<file path="src/rtl/iopmp_entry_walker.sv">
// -----------------------------------------------------------------------------
// iopmp_entry_walker
//   Reader side of the IOPMP entry-table RAM. Accepts one access-check request,
//   walks entries [start..end] in priority order through the RAM read port
//   (1-cycle latency), decodes each 128-bit entry and applies first-match PMP
//   rules. Returns allow/deny, an error code and the matching entry index.
//
// Ports
//   clk_i, rst_i           clock, synchronous active-high reset
//   req_*                  check request (valid/ready), latched at accept
//   ram_ena_o/ram_raddr_o  RAM read request; ram_dout_i valid the next cycle
//   rsp_*                  result (valid/ready), held until rsp_ready_i
//   perf_walks_o           accepted requests (optional counter)
//   perf_denies_o          handshaken responses with allow=0 (optional counter)
//
// Configuration
//   IOPMP_WALKER_PERF_EN   when defined, the two perf ports are 32-bit
//                          saturating counters; otherwise they are tied to 0.
//
// Entry word layout: [63:0] W (address >> 2), [64] r, [65] w, [66] x,
//                    [68:67] A (0 OFF, 1 TOR, 2 NA4, 3 NAPOT).
// -----------------------------------------------------------------------------
module iopmp_entry_walker #(
   parameter int DEPTH      = 32,
   parameter int IDX_W      = $clog2(DEPTH),
   parameter int DATA_WIDTH = 128
) (
   input  logic                  clk_i,
   input  logic                  rst_i,
   input  logic                  req_valid_i,
   output logic                  req_ready_o,
   input  logic [63:0]           req_addr_i,
   input  logic [1:0]            req_size_i,
   input  logic [2:0]            req_perm_i,
   input  logic [IDX_W-1:0]      req_start_i,
   input  logic [IDX_W-1:0]      req_end_i,
   output logic                  ram_ena_o,
   output logic [IDX_W-1:0]      ram_raddr_o,
   input  logic [DATA_WIDTH-1:0] ram_dout_i,
   output logic                  rsp_valid_o,
   input  logic                  rsp_ready_i,
   output logic                  rsp_allow_o,
   output logic [1:0]            rsp_err_o,
   output logic [IDX_W-1:0]      rsp_idx_o,
   output logic [31:0]           perf_walks_o,
   output logic [31:0]           perf_denies_o
);

   localparam logic [1:0] ERR_NONE    = 2'd0;
   localparam logic [1:0] ERR_NOHIT   = 2'd1;
   localparam logic [1:0] ERR_PARTIAL = 2'd2;
   localparam logic [1:0] ERR_PERM    = 2'd3;

   localparam logic [1:0] A_TOR   = 2'd1;
   localparam logic [1:0] A_NA4   = 2'd2;
   localparam logic [1:0] A_NAPOT = 2'd3;

   typedef enum logic [1:0] {IDLE, PRIME, WALK, RESP} state_t;

   state_t           state;
   logic [63:0]      lat_addr;
   logic [1:0]       lat_size;
   logic [2:0]       lat_perm;
   logic [IDX_W-1:0] lat_start;
   logic [IDX_W-1:0] lat_end;
   logic [63:0]      prev;       // W of the previously checked entry (TOR base)
   logic             prev_pend;  // dout holds the PRIME read of start-1
   logic             chk_vld;    // dout holds entry chk_idx, to be checked now
   logic [IDX_W-1:0] chk_idx;

   logic accept;
   logic hs;
   assign accept = req_valid_i & req_ready_o;
   assign hs     = rsp_valid_o & rsp_ready_i;

   // ---------------------------------------------------------------------------
   // Entry decode and range match on the current RAM word.
   // All bounds are byte addresses in 67 bits so that top-of-space regions
   // (NAPOT covering everything, top = 2^66) never wrap.
   // ---------------------------------------------------------------------------
   logic [63:0] ent_w;
   logic [2:0]  ent_xwr;
   logic [1:0]  ent_a;
   logic [63:0] napot_m;
   logic [66:0] lo, hi, base, top;
   logic        rgn_ok, full_hit, part_hit, perm_ok;

   assign ent_w   = ram_dout_i[63:0];
   assign ent_xwr = ram_dout_i[66:64];
   assign ent_a   = ram_dout_i[68:67];

   logic unused_dout;
   assign unused_dout = ^ram_dout_i[DATA_WIDTH-1:69];

   always_comb begin
      lo      = {3'b000, lat_addr};
      hi      = lo + (67'd1 << lat_size);
      // W ^ (W+1) sets the trailing ones plus the first zero: 2^(t+1)-1.
      // All-ones W wraps to an all-ones mask, giving base 0 / size 2^66.
      napot_m = ent_w ^ (ent_w + 64'd1);
      base    = '0;
      top     = '0;
      rgn_ok  = 1'b0;
      case (ent_a)
         A_TOR: begin
            base   = {1'b0, prev, 2'b00};
            top    = {1'b0, ent_w, 2'b00};
            rgn_ok = (prev < ent_w);
         end
         A_NA4: begin
            base   = {1'b0, ent_w, 2'b00};
            top    = base + 67'd4;
            rgn_ok = 1'b1;
         end
         A_NAPOT: begin
            base   = {1'b0, ent_w & ~napot_m, 2'b00};
            top    = base + (({3'b000, napot_m} + 67'd1) << 2);
            rgn_ok = 1'b1;
         end
         default: ;
      endcase
      full_hit = rgn_ok && (lo >= base) && (hi <= top);
      part_hit = rgn_ok && (lo < top) && (hi > base) && !full_hit;
      perm_ok  = |(lat_perm & ent_xwr);
   end

   // ---------------------------------------------------------------------------
   // Walk FSM. ram_ena_o/ram_raddr_o describe the read issued this cycle; the
   // read issued last cycle (chk_vld/chk_idx) is checked against ram_dout_i.
   // ---------------------------------------------------------------------------
   always_ff @(posedge clk_i) begin
      if (rst_i) begin
         state       <= IDLE;
         req_ready_o <= 1'b1;
         ram_ena_o   <= 1'b0;
         ram_raddr_o <= '0;
         rsp_valid_o <= 1'b0;
         rsp_allow_o <= 1'b0;
         rsp_err_o   <= ERR_NONE;
         rsp_idx_o   <= '0;
         lat_addr    <= '0;
         lat_size    <= '0;
         lat_perm    <= '0;
         lat_start   <= '0;
         lat_end     <= '0;
         prev        <= '0;
         prev_pend   <= 1'b0;
         chk_vld     <= 1'b0;
         chk_idx     <= '0;
      end else begin
         unique case (state)
            IDLE: begin
               if (accept) begin
                  req_ready_o <= 1'b0;
                  lat_addr    <= req_addr_i;
                  lat_size    <= req_size_i;
                  lat_perm    <= req_perm_i;
                  lat_start   <= req_start_i;
                  lat_end     <= req_end_i;
                  prev        <= '0;
                  prev_pend   <= 1'b0;
                  chk_vld     <= 1'b0;
                  if ((req_start_i > req_end_i) ||
                      ({1'b0, req_end_i} >= (IDX_W+1)'(DEPTH))) begin
                     // empty or out-of-table range: answer without reading
                     state       <= RESP;
                     rsp_valid_o <= 1'b1;
                     rsp_allow_o <= 1'b0;
                     rsp_err_o   <= ERR_NOHIT;
                     rsp_idx_o   <= '0;
                  end else if (req_start_i != '0) begin
                     state       <= PRIME;
                     ram_ena_o   <= 1'b1;
                     ram_raddr_o <= req_start_i - IDX_W'(1);
                  end else begin
                     state       <= WALK;
                     ram_ena_o   <= 1'b1;
                     ram_raddr_o <= req_start_i;
                  end
               end
            end

            PRIME: begin
               // start-1 is being read now; its W lands in the first WALK cycle
               state       <= WALK;
               ram_raddr_o <= lat_start;
               prev_pend   <= 1'b1;
            end

            WALK: begin
               chk_vld <= ram_ena_o;
               chk_idx <= ram_raddr_o;
               if (prev_pend) begin
                  prev      <= ent_w;
                  prev_pend <= 1'b0;
               end
               if (chk_vld) prev <= ent_w;

               if (chk_vld && (full_hit || part_hit)) begin
                  // first match wins; the read issued this cycle is dropped
                  state       <= RESP;
                  ram_ena_o   <= 1'b0;
                  chk_vld     <= 1'b0;
                  rsp_valid_o <= 1'b1;
                  rsp_idx_o   <= chk_idx;
                  rsp_allow_o <= full_hit && perm_ok;
                  rsp_err_o   <= part_hit ? ERR_PARTIAL :
                                 perm_ok  ? ERR_NONE : ERR_PERM;
               end else if (chk_vld && (chk_idx == lat_end)) begin
                  state       <= RESP;
                  ram_ena_o   <= 1'b0;
                  chk_vld     <= 1'b0;
                  rsp_valid_o <= 1'b1;
                  rsp_idx_o   <= '0;
                  rsp_allow_o <= 1'b0;
                  rsp_err_o   <= ERR_NOHIT;
               end else if (ram_ena_o && (ram_raddr_o != lat_end)) begin
                  ram_raddr_o <= ram_raddr_o + IDX_W'(1);
               end else begin
                  // last entry issued: wait for its check without reading past it
                  ram_ena_o <= 1'b0;
               end
            end

            RESP: begin
               if (hs) begin
                  state       <= IDLE;
                  rsp_valid_o <= 1'b0;
                  req_ready_o <= 1'b1;
               end
            end
         endcase
      end
   end

   // ---------------------------------------------------------------------------
   // Optional performance counters
   // ---------------------------------------------------------------------------
`ifdef IOPMP_WALKER_PERF_EN
   logic [31:0] walks_q;
   logic [31:0] denies_q;

   always_ff @(posedge clk_i) begin
      if (rst_i) begin
         walks_q  <= '0;
         denies_q <= '0;
      end else begin
         if (accept && (walks_q != 32'hFFFF_FFFF))
            walks_q <= walks_q + 32'd1;
         if (hs && !rsp_allow_o && (denies_q != 32'hFFFF_FFFF))
            denies_q <= denies_q + 32'd1;
      end
   end

   assign perf_walks_o  = walks_q;
   assign perf_denies_o = denies_q;
`else
   assign perf_walks_o  = '0;
   assign perf_denies_o = '0;
`endif

endmodule

</file>
<file path="config.mk">
export PLATFORM = sky130hd
export DESIGN_NAME = iopmp_entry_walker
export DESIGN_NICKNAME = d
export VERILOG_FILES = /design/src/rtl/iopmp_entry_walker.sv
export SDC_FILE = /design/constraint.sdc
export NUM_CORES = 1
export LEC_CHECK = 0
export ABC_CLOCK_PERIOD_IN_PS = 28900
export CELL_PAD_IN_SITES_DETAIL_PLACEMENT = 1
export CELL_PAD_IN_SITES_GLOBAL_PLACEMENT = 1
export CORE_ASPECT_RATIO = 0.6
export CORE_MARGIN = 10
export CORE_UTILIZATION = 46
export DETAILED_ROUTE_END_ITERATION = 6
export GPL_ROUTABILITY_DRIVEN = 0
export PLACE_DENSITY_LB_ADDON = 0.15
export SETUP_SLACK_MARGIN = 0.05
export SLEW_MARGIN = 15
export SYNTH_ARGS = -nofsm -noshare
export SYNTH_HDL_FRONTEND = slang
export SYNTH_SLANG_ARGS = --single-unit
</file>
<file path="constraint.sdc">
create_clock -name clk_i -period 28.9 [get_ports clk_i]
set_input_delay 4.335 -clock clk_i [delete_from_list [all_inputs] [get_ports clk_i]]
set_output_delay 4.335 -clock clk_i [all_outputs]
set_load 0.02 [all_outputs]
</file>
* Yosys cells after proc, flatten, opt, wreduce, memory -nomap -nowiden
Index checks and enable logic that the tools add are counted.
Word-level totals: latch bits 0, ROM bits 0, word-level logic and storage cells 141, output and inout bits 80, bits of input ports 211, memory bits (writable) 0, register bits 168, memories 0
Operators by class: bitwise gates (word level) 6, $mul 0, mux-type cells 57, shift operators 1, magnitude comparators 6, reduce and logical (&&, ||, !) cells 29, div/mod/pow operators 0, equal/unequal tests 18, add/sub/neg operators 7
Operators with widths (number):
- case mux 67 bit (3 select lines) | 1
- case mux 66 bit (3 select lines) | 1
- 2-to-1 mux 64 bit | 3
- case mux 64 bit (2 select lines) | 1
- adder 64 x 67 -> 67 bit | 1
- adder 66 x 3 -> 67 bit (second input constant) | 1
- adder 66 x 67 -> 67 bit | 1
- greater-or-equal comparator 64 x 67 -> 1 bit | 1
- greater-than comparator 67 bit | 1
- <= comparator 67 bit | 1
- less-than comparator 64 x 67 -> 1 bit | 1
- << shifter 1 x 2 -> 67 bit (first input constant) | 1
- adder 64 x 1 -> 65 bit (second input constant) | 1
- adder 64 x 1 -> 64 bit (second input constant) | 1
- AND 64 bit | 1
- less-than comparator 64 bit | 1
- inverter 64 bit | 1
- bitwise XOR 64 bit | 1
- 2-to-1 mux 5 bit | 10
- 2-to-1 mux 2 bit | 12
- 2-to-1 mux 1 bit | 18
- case mux 5 bit (3 select lines) | 1
- inequality test 2 bit (second input constant) | 7
- case mux 1 bit (2 select lines) | 5
- 29 further kinds | 51

* Depth between registers and ports, before layout
Gate-level depths: netlist of the first run.
word-level depth 14, depth in mapped cells 43

* Least setup slack after synthesis of the first run
Ideal clock, no wire load.
kind input-to-reg, from input port ram_dout_i[9], to register ram_raddr_o[2], path buffers 2, stages 37, path slack 15.977 ns, arrival 12.788 ns, setup time 0.135 ns, cell sequence clkbuf_1 -> and4_2 -> nand3_1 -> nor2_1 -> nand4_1 -> ha_1 -> xor2_1 -> or4_4 -> or3b_1 -> nor4b_1 -> or3b_1 -> or2_4 -> nor3_1 -> xnor2_1 -> ha_1 -> clkbuf_1 -> nand2_1 -> or3_1 -> or3_1 -> o31ai_1 -> inv_1 -> o21ai_0 -> a21oi_1 -> xnor2_1 -> a221oi_1 -> ha_1 -> nand4_1 -> nor4_1 -> nand2_1 -> nor4_1 -> a21oi_1 -> nand4_1 -> o211ai_1 -> o211a_4 -> or3_4 -> a21oi_4 -> a211oi_1
Between the ends: word-level cells in the longest chain between the ends 14, elaborated cells on any way between the ends 25, classes of those cells add/sub (4); order compare (5); eq/ne (1); mux (3); bitwise (3); reduce/logical (9)
RTL lines:
- from (decl) | line 39 | input logic [DATA_WIDTH-1:0] ram_dout_i,
- parallel branches: the longest is 10 deep, another holds adder 66 x 67 -> 67 bit
- logical OR 1 bit (*) | line 199 | if (chk_vld && (full_hit || part_hit)) begin
- logical AND 1 bit (*) | line 199
- inequality test 2 bit (no line) (*)
- AND reduction 6 bit (no line) (*)
- to (signal assigned) | line 178 | ram_raddr_o <= req_start_i;
- to (signal assigned) | line 186 | ram_raddr_o <= lat_start;
- to (signal assigned) | line 218 | ram_raddr_o <= ram_raddr_o + IDX_W'(1);
- to (decl) | line 38 | output logic [IDX_W-1:0] ram_raddr_o,
Mark *: on every way between the ends. A chain may end at the register's enable or synchronous reset.

* Final worst setup path of the first run
from input port ram_dout_i[0], to register ram_raddr_o[4]
The elaborated chain is that of the path after synthesis.

==> out/summary.txt, run 1 <==
Status - finished clean
Final core occ - 0.512
Initial Util - 0.464
CP max-delay cell - a221oi_1
CTS root buffer - clkbuf_16
Final hold viol count - 0
Routed vias/inst - 6.45
RSZ-0062 raised after global routing - false
Wire per inst - 25.1 um
DPL Wire Length - 84.9 mm
Crit-path max FO - 7
Pins Over Slew Limit - 0
DRC - 0
Crit. End Element - flop
Synth area leader - ha_1
Tcrit/Tclk final - 0.585
Iter 0 DRT Violations - 3199
Post-synthesis register bit count - 168
Post-CTS setup buffer count - 0
Arrival time worst endpoint - 17.21 ns
Synth Area in Compound Gates - 0.237
Setup TNS - 0 ns
Synth unique cells - 96
H-tree Lvls - 4
Slew HR - 0.244
Maxcap violations - 0
Mean Syn Cell Area - 7.32 um2
Worst Tran Pin Value - 1.13 ns
Input/output buffers - 167
Post-Synthesis Cells - 3330
Top-count cell post-synth - nand2_1
R2R Setup Slk - 20.79 ns
Row count - 65
DRT Pass-1 Iters - 5
CP Class - primary input to flop
Largest net degree at the start of global routing - 103
Clock slew at reported path FFs - 0.07 ns
Hold WC Path Type - flop to flop
Layout cells sized above 1 - 0.0298
Req. time, crit path - 29.20 ns
Post-place instance area - 26200 um2
Main combinational cell family by area after synthesis - compound AO/OA/AOI/OAI gates
Final Skew - 0.0129 ns
CTS tree - done
Initial antenna violation count - 1
Yosys top cell area share - 0.234
Post-CTS sizing - 0
Num CTS Buffers - 17
Mux share of post-synthesis cell area - 0.00508
Die area - 62900 um2
Post-Route WL - 103 mm
Area delta synth->final - 10.2%
Final setup vio count - 0
Clk_lat worst skew - 0.47 ns
Fin crit period - 16.91 ns
Max Fclk - 0.0591 GHz
Die W - 317 um
Hold path cells - 2
Synth Warn # - 0
EDFF count, synth - 0
Grt ovf - 0
Final ANT Viol Nets - 0
Crit path from - ram_dout_i[0]
Hold path endpoint - lat_start[2]$_SDFFE_PP0P_
Worst-case reg-to-reg path depth - 29
CP startpoint kind - primary input
Top_reg_cell synth - dfxtp_1
Synth top area cells - ha_1, dfxtp_1, nand2_1
Seq/Total Area, Yosys - 0.138
Post-synthesis adder-cell area fraction - 0.236
CP max stage delay - 0.84 ns
Crit path max-delay family - simple AND/OR/NAND/NOR gates
Hold path start - lat_start[2]$_SDFFE_PP0P_
Die height - 198 um
Ports - 291
Tot GR Track Use - 0.314
Nets - 4049
Max Root-Sink Buffers - 2
Sum of buffers and inverters on the critical path - 3
Hold buffer count at CTS - 0
Mapped Area - 24400 um2
Maximum VDD drop - 0.0350 mV
Post-synthesis xor/xnor area fraction - 0.0957
Vias in the first global route - 25995
Post-synthesis simple-gate area fraction - 0.227
Vias - 26432
Final instance area - 26800 um2
Async SR Flop Fraction - 0
Core Box Area - 52500 um2
First-pass GRT wire length - 156 mm
Clock sink count - 168
Reg2reg start - lat_size[0]$_SDFFE_PP0P_
Pwr Density - 50.2 nW/um2
Commonest cells post-synth - nand2_1, ha_1, a21oi_1, o21ai_0, dfxtp_1
N_diodes - 0
Leak - 11.5 nW
Critical R2R Capture - ram_raddr_o[4]$_SDFFE_PP0P_
worst max-delay path by stage:
stage	cells past startpoint	slack, ns	to
floorplan	37	15.98	ram_raddr_o[2]$_SDFFE_PP0P_
global placement	39	12.33	ram_raddr_o[4]$_SDFFE_PP0P_
detailed placement	39	11.97	ram_raddr_o[4]$_SDFFE_PP0P_
CTS	39	12.41	ram_raddr_o[4]$_SDFFE_PP0P_
global route	38	11.66	ram_raddr_o[2]$_SDFFE_PP0P_
finish	39	11.99	ram_raddr_o[4]$_SDFFE_PP0P_
cells by family (layout without fill, tap and decap cells):
kind of cell / Yosys count / in the layout
compound gates: 931 / 931
xor+xnor: 264 / 264
fa+ha+maj: 458 / 458
buf+inv: 329 / 329
flops: 168 / 168
mux: 12 / 12
other cells: 1 / 64
simple gates: 1167 / 1167
cell type report:
cell class | count | area, um2
Clock buffer | 18 | 429
Clock inverter | 14 | 180
Fill cell | 6678 | 25600
Inverter | 115 | 432
Multi-Input combinational cell | 2896 | 19800
Sequential cell | 168 | 3360
Tap cell | 703 | 880
Timing Repair Buffer | 182 | 1780
through the flow:
step,hold slack [ns],power [mW],instances,setup slack (ns)
after floorplan,0.436,0.808,3393,15.98
after global placement,0.445,1.02,4064,12.33
after detailed placement,0.457,1.07,4064,11.97
final,0.464,1.35,4096,11.99
after global routing,0.492,1.43,4096,11.66
after CTS,0.468,1.32,4096,12.41
power breakdown:
| group | internal (mW) | total (mW) | switching (mW) |
|---|---|---|---|
| sequential | 0.260 | 0.312 | 0.0522 |
| clock | 0.132 | 0.251 | 0.119 |
| combinational | 0.279 | 0.784 | 0.504 |
sequential cells by signal (all words and copies together), names as in the netlist, 2 cells and up:
register and cells:
prev 64, rsp_err_o 2, lat_perm 3, lat_end 5, lat_start 5, ram_raddr_o 5
state 2, rsp_idx_o 5, lat_addr 64, lat_size 2, chk_idx 5
cells in the final DEF (no fill, tap or decap), types with 13 or more instances in the layout:
master	count
and4_1	22
conb_1	64
o21a_1	23
nor3_1	43
inv_1	115
a211oi_1	36
or3_1	13
nand2b_1	15
nand2_1	536
a31oi_1	13
nand3_1	145
a22oi_1	113
nor4_1	25
o21ai_0	205
xor2_1	100
nor2b_1	24
buf_4	17
a21o_1	90
clkdlybuf4s50_1	164
nor2_1	158
dfxtp_1	168
clkbuf_16	17
xnor2_1	163
and3_1	27
a21oi_1	326
nand4_1	96
ha_1	455
a221oi_1	13
o211ai_1	21
per-layer routing:
layer / vias up / GRT usage / share of wire
li1: 12093 / - / -
met1: 12946 / 0.474 / 0.47
met2: 1281 / 0.432 / 0.39
met3: 110 / 0.0915 / 0.12
met4: 2 / 0.0501 / 0.013
met5: - / 0 / 0.00017
tightest hold or removal path, stage by stage, from the launching register on:
cell and delay (ns):
dfxtp_1 0.32, nand2_1 0.05, a21oi_1 0.05
No activity file was read; power rests on OpenSTA's default activity.
==> run 2, diff against run 1 <==
ABC_CLOCK_PERIOD_IN_PS = 17400   (was 28900)
CORE_UTILIZATION = 43   (was 46)
clock period = 17.4 ns   (was 28.9 ns; I/O delays follow)
==> run 2 against run 1 <==
  * Sequential share of layout area hardly changed
  * First-iteration DRC count decreased by 3.2%
  * Setup slack worse by 9.5 ns
  * Global-route usage decreased by 2.1 points
  * Final cell count is 1.3% higher
  * Clock power rose by 55%
  * Critical path depth down 1
  * Clock skew rose by 0.0070 ns
  * Non-clock buffer count decreased by 1
  * Combinational power increased by 67%
  * Count of clock-buffer cells in the layout fell by 1
  * Sequential power rose by 65%
  * Largest power group unchanged
==> out/summary.txt, run 2 (synthesis gave the netlist of run 1 again) <==
Input/output buffers - 167 (unchanged)
R2R Setup Slk - 9.51 ns (was 20.79 ns)
Die area - 66900 um2 (was 62900 um2)
Pins Over Slew Limit - 0 (unchanged)
Initial antenna violation count - 2 (was 1)
Fill count - 7097 (was 6678)
CP startpoint kind - primary input (unchanged)
Finished Layout Cells - 4151 (was 4096)
First-pass GRT wire length - 156 mm (about the same)
DRC - 0 (unchanged)
Setup TNS - 0 ns (unchanged)
Hold path start - lat_perm[0]$_SDFFE_PP0P_ (was lat_start[2]$_SDFFE_PP0P_)
Tcrit/Tclk final - 0.856
Hold buffer count at CTS - 0 (unchanged)
Clock sink count - 168 (unchanged)
Die W - 327 um (was 317 um)
Nets - 4048 (was 4049)
Vias - 26313 (was 26432)
Biggest regs - lat_addr: 64 flops, prev: 64 flops (unchanged)
DRT Pass-1 Iters - 6 (was 5)
Wire per inst - 24.8 um (was 25.1 um)
Num CTS Buffers - 17 (unchanged)
Crit. End Element - flop (unchanged)
Vias in the first global route - 25809 (was 25995)
Top cell by count, worst path - ha_1
Post-Route WL - 103 mm (about the same)
CTS root buffer - clkbuf_16 (unchanged)
Grt ovf - 0 (unchanged)
Multi-input logic area - 19800 um2 (unchanged)
Leak - 11.4 nW (was 11.5 nW)
Max Root-Sink Buffers - 2 (unchanged)
Max Fclk - 0.0672 GHz
Die height - 204 um (was 198 um)
H-tree Lvls - 4 (unchanged)
RSZ-0062 raised after global routing - false (unchanged)
Tot GR Track Use - 0.294 (was 0.314)
Seq. cell area - 3360 um2 (unchanged)
Maximum VDD drop - 0.0789 mV (was 0.0350 mV)
Hold path cells - 2 (unchanged)
Clk_lat worst skew - 0.47 ns (about the same)
Iter 0 DRT Violations - 3097 (was 3199)
Largest net degree at the start of global routing - 132 (was 103)
Status - finished clean (unchanged)
CP max stage delay - 0.78 ns (was 0.84 ns)
Hold WC Path Type - flop to flop (unchanged)
Most common cell after layout, fill and taps aside - nand2_1 (unchanged)
Area delta synth->final - 10.3% (was 10.2%)
Slew HR - 0.162 (was 0.244)
Reg2reg start - lat_size[0]$_SDFFE_PP0P_ (unchanged)
Arrival time worst endpoint - 15.20 ns (was 17.21 ns)
Req. time, crit path - 17.71 ns (was 29.20 ns)
Post-CTS setup buffer count - 0 (unchanged)
Worst-case reg-to-reg path depth - 29 (unchanged)
Core Box Area - 55900 um2 (was 52500 um2)
Final Skew - 0.0199 ns (was 0.0129 ns)
Routed vias/inst - 6.34 (was 6.45)
Fin crit period - 14.89 ns
CP max-delay cell - a221oi_1 (unchanged)
Initial Util - 0.436 (was 0.464)
Critical R2R Capture - ram_raddr_o[4]$_SDFFE_PP0P_ (unchanged)
Post-CTS sizing - 0 (unchanged)
CP Class - primary input to flop (unchanged)
Row count - 67 (was 65)
Final hold viol count - 0 (unchanged)
Final ANT Viol Nets - 0 (unchanged)
Worst Tran Pin Value - 1.26 ns (was 1.13 ns)
Crit-path max FO - 8 (was 7)
Most frequent cells in the layout - nand2_1, ha_1, a21oi_1 (unchanged)
Maxcap violations - 0 (unchanged)
Hold path endpoint - lat_perm[0]$_SDFFE_PP0P_ (was lat_start[2]$_SDFFE_PP0P_)
Final Power - 2.21 mW (was 1.35 mW)
Cell total after placement - 4119 (was 4064)
Pwr Density - 82.3 nW/um2 (was 50.2 nW/um2)
Final setup vio count - 0 (unchanged)
DPL Wire Length - 85.1 mm (was 84.9 mm)
Layout cells sized above 1 - 0.0295 (was 0.0298)
Ports - 291 (unchanged)
Clock slew at reported path FFs - 0.08 ns (was 0.07 ns)
CTS tree - done (unchanged)
-- run 2: cell types whose count changed in the layout (fill, tap and decap cells not counted), sizes merged --
| cell | before | now |
|---|---|---|
| bufinv | 2 | 0 |
| diode | 0 | 1 |
| clkbuf | 18 | 17 |
| buf | 18 | 17 |
| clkinv | 1 | 4 |
| inv | 124 | 123 |
-- run 2: final cells by class --
cell class,instances,share of cell area
sequential,168,0.125
clock inverter,14,0.00549
inverter,115,0.0161
antenna,1,0.0000931
multi-input combinational,2896,0.736
timing repair buffer,181,0.0661
tap,759,0.0353
clock buffer,17,0.0158
-- run 2: how the worst max path moves through the flow --
stage / startpoint / slack, ns / to / depth (start not counted)
floorplan: ram_dout_i[9] / 6.20 / ram_raddr_o[2]$_SDFFE_PP0P_ / 37
global placement: ram_dout_i[1] / 3.02 / ram_raddr_o[4]$_SDFFE_PP0P_ / 39
finish: ram_dout_i[1] / 2.51 / ram_raddr_o[4]$_SDFFE_PP0P_ / 38
CTS: ram_dout_i[1] / 3.09 / ram_raddr_o[4]$_SDFFE_PP0P_ / 38
detailed placement: ram_dout_i[1] / 2.67 / ram_raddr_o[2]$_SDFFE_PP0P_ / 38
global route: ram_dout_i[1] / 2.13 / ram_raddr_o[4]$_SDFFE_PP0P_ / 39
-- run 2: where the power goes --
group	total, mW	switching (mW)	leakage (nW)	internal, mW
clock	0.390	0.199	0.276	0.191
combinational	1.31	0.843	9.79	0.464
sequential	0.516	0.0844	1.37	0.432
-- run 2: per-layer routing --
layer	global-route usage	routed length, um
met5	0	13
met4	0.0539	1570
met3	0.0767	11900
met2	0.400	39400
met1	0.450	50100
-- run 2: per-stage QoR --
| step | util | area [um2] | setup WS (ns) | hold slack, ns |
|---|---|---|---|---|
| 3_3_place_gp | 0.470 | 26300 | 3.02 | 0.446 |
| 5_1_grt | 0.481 | 26900 | 2.13 | 0.486 |
| 2_1_floorplan | - | 24600 | 6.20 | 0.436 |
| 3_5_place_dp | 0.470 | 26300 | 2.67 | 0.456 |
| 4_1_cts | 0.481 | 26900 | 3.09 | 0.466 |
| 6_report | 0.481 | 26900 | 2.51 | 0.466 |
-- run 2: worst max-delay path: cells and delay by family --
kind	cells	cell delay, ns
buffers and inverters	3	1.00
XOR/XNOR	3	0.51
adder cells (fa/ha/maj)	4	1.35
AND/OR/NAND/NOR	19	6.86
AO/OA/AOI/OAI	9	2.85
==> run 3, diff against run 2 <==
ABC_CLOCK_PERIOD_IN_PS = 16300   (was 17400)
clock period = 16.3 ns   (was 17.4 ns; I/O delays follow)
==> run 3 against run 2 <==
  * Combinational power grew 7%
  * Worst hold slack got worse by 0.0022 ns
  * Core utilization barely moved
  * Critical path depth did not move
  * Sequential cell count unchanged
  * Highest routed layer is now met4
==> out/summary.txt, run 3 (synthesis gave the netlist of run 1 again) <==
Crit-path max FO - 8 (unchanged)
Top cell by count, worst path - ha_1 (unchanged)
DRC - 0 (unchanged)
Pwr Density - 88.4 nW/um2 (was 82.3 nW/um2)
Clk_lat worst skew - 0.48 ns (was 0.47 ns)
DRT Pass-1 Iters - 6 (unchanged)
Initial antenna violation count - 1 (was 2)
Vias in the first global route - 25911 (was 25809)
Post-Route WL - 104 mm (was 103 mm)
Pins Over Slew Limit - 0 (unchanged)
Iter 0 DRT Violations - 3030 (was 3097)
Slew HR - 0.210 (was 0.162)
Wire per inst - 25.0 um (was 24.8 um)
Most common cell after layout, fill and taps aside - nand2_1 (unchanged)
Die W - 327 um (unchanged)
Most frequent cells in the layout - nand2_1, ha_1, a21oi_1 (unchanged)
Final setup vio count - 0 (unchanged)
H-tree Lvls - 4 (unchanged)
Ports - 291 (unchanged)
CP max stage delay - 0.77 ns (was 0.78 ns)
Crit. End Element - flop (unchanged)
Die height - 204 um (unchanged)
CP Class - primary input to flop (unchanged)
Worst Tran Pin Value - 1.19 ns (was 1.26 ns)
Area delta synth->final - 10.3% (about the same)
Routed vias/inst - 6.30 (was 6.34)
Post-CTS setup buffer count - 0 (unchanged)
Req. time, crit path - 16.62 ns (was 17.71 ns)
CP startpoint kind - primary input (unchanged)
Nets - 4048 (unchanged)
Input/output buffers - 167 (unchanged)
Maxcap violations - 0 (unchanged)
Final Skew - 0.0143 ns (was 0.0199 ns)
Max Fclk - 0.0702 GHz
Status - finished clean (unchanged)
Leak - 11.4 nW (about the same)
Hold buffer count at CTS - 0 (unchanged)
Post-CTS sizing - 0 (unchanged)
Largest net degree at the start of global routing - 98 (was 132)
Tcrit/Tclk final - 0.874
Arrival time worst endpoint - 14.57 ns (was 15.20 ns)
Initial Util - 0.436 (unchanged)
CTS root buffer - clkbuf_16 (unchanged)
Row count - 67 (unchanged)
CP max-delay cell - clkdlybuf4s50_1 (was a221oi_1)
First-pass GRT wire length - 156 mm (about the same)
CTS tree - done (unchanged)
Fin crit period - 14.25 ns
Core Box Area - 55900 um2 (unchanged)
Die area - 66900 um2 (unchanged)
Biggest regs - lat_addr: 64 flops, prev: 64 flops (unchanged)
Setup TNS - 0 ns (unchanged)
Final ANT Viol Nets - 0 (unchanged)
Vias - 26149 (was 26313)
Tot GR Track Use - 0.296 (was 0.294)
Clock sink count - 168 (unchanged)
Clock slew at reported path FFs - 0.07 ns (was 0.08 ns)
Hold WC Path Type - flop to flop (unchanged)
Crit path max-delay family - simple AND/OR/NAND/NOR gates (unchanged)
Final hold viol count - 0 (unchanged)
Final Power - 2.38 mW (was 2.21 mW)
Sum of buffers and inverters on the critical path - 3 (unchanged)
Grt ovf - 0 (unchanged)
Max Root-Sink Buffers - 2 (unchanged)
Maximum VDD drop - 0.0730 mV (was 0.0789 mV)
DPL Wire Length - 85.6 mm (was 85.1 mm)
Layout cells sized above 1 - 0.0292 (was 0.0295)
Num CTS Buffers - 17 (unchanged)
RSZ-0062 raised after global routing - false (unchanged)
N_diodes - 0 (was 1)
## run 3: power breakdown
| part | internal [mW] | switching [mW] |
|---|---|---|
| Clock | 0.227 | 0.198 |
| Combinational | 0.496 | 0.905 |
| Sequential | 0.461 | 0.0895 |
## run 3: tightest hold or removal path, delay by kind of cell (launching register included)
family | cells | cell delay, ns
compound gates | 1 | 0.05
simple gates | 1 | 0.05
flops | 1 | 0.31
## run 3: worst paths after layout
path,start,endpoint,slack [ns],cells after the start
hold reg to reg,lat_perm[1]$_SDFFE_PP0P_,lat_perm[1]$_SDFFE_PP0P_,0.46,2
setup / recovery,ram_dout_i[0],ram_raddr_o[2]$_SDFFE_PP0P_,2.05,38
setup reg to reg,lat_size[0]$_SDFFE_PP0P_,ram_raddr_o[2]$_SDFFE_PP0P_,8.66,29
hold / removal,lat_perm[1]$_SDFFE_PP0P_,lat_perm[1]$_SDFFE_PP0P_,0.46,2
## run 3: per-stage QoR
stage,hold slack (ns),worst slack (ns),util,cell area [um2],instances
6_report,0.464,2.05,0.481,26900,4151
3_3_place_gp,0.445,2.25,0.470,26300,4119
3_5_place_dp,0.456,1.96,0.470,26300,4119
5_1_grt,0.482,1.41,0.481,26900,4151
4_1_cts,0.465,2.36,0.481,26900,4151
2_1_floorplan,0.436,5.27,-,24600,3393
## run 3: final cells by class
class,instances,area [um2]
flip-flops and latches,168,3360
well taps,759,950
repair buffers,181,1780
clock buffers,19,433
inverters,115,432
multi-input cells,2896,19800
clock inverters,13,145
fillers,7037,29000
## run 3: routing by layer
metal / track usage / up-vias / share of wire
li1: - / 12074 / -
met1: 0.442 / 12829 / 0.48
met2: 0.408 / 1164 / 0.39
met3: 0.0928 / 82 / 0.11
met4: 0.0494 / 0 / 0.012
met5: 0 / - / 0
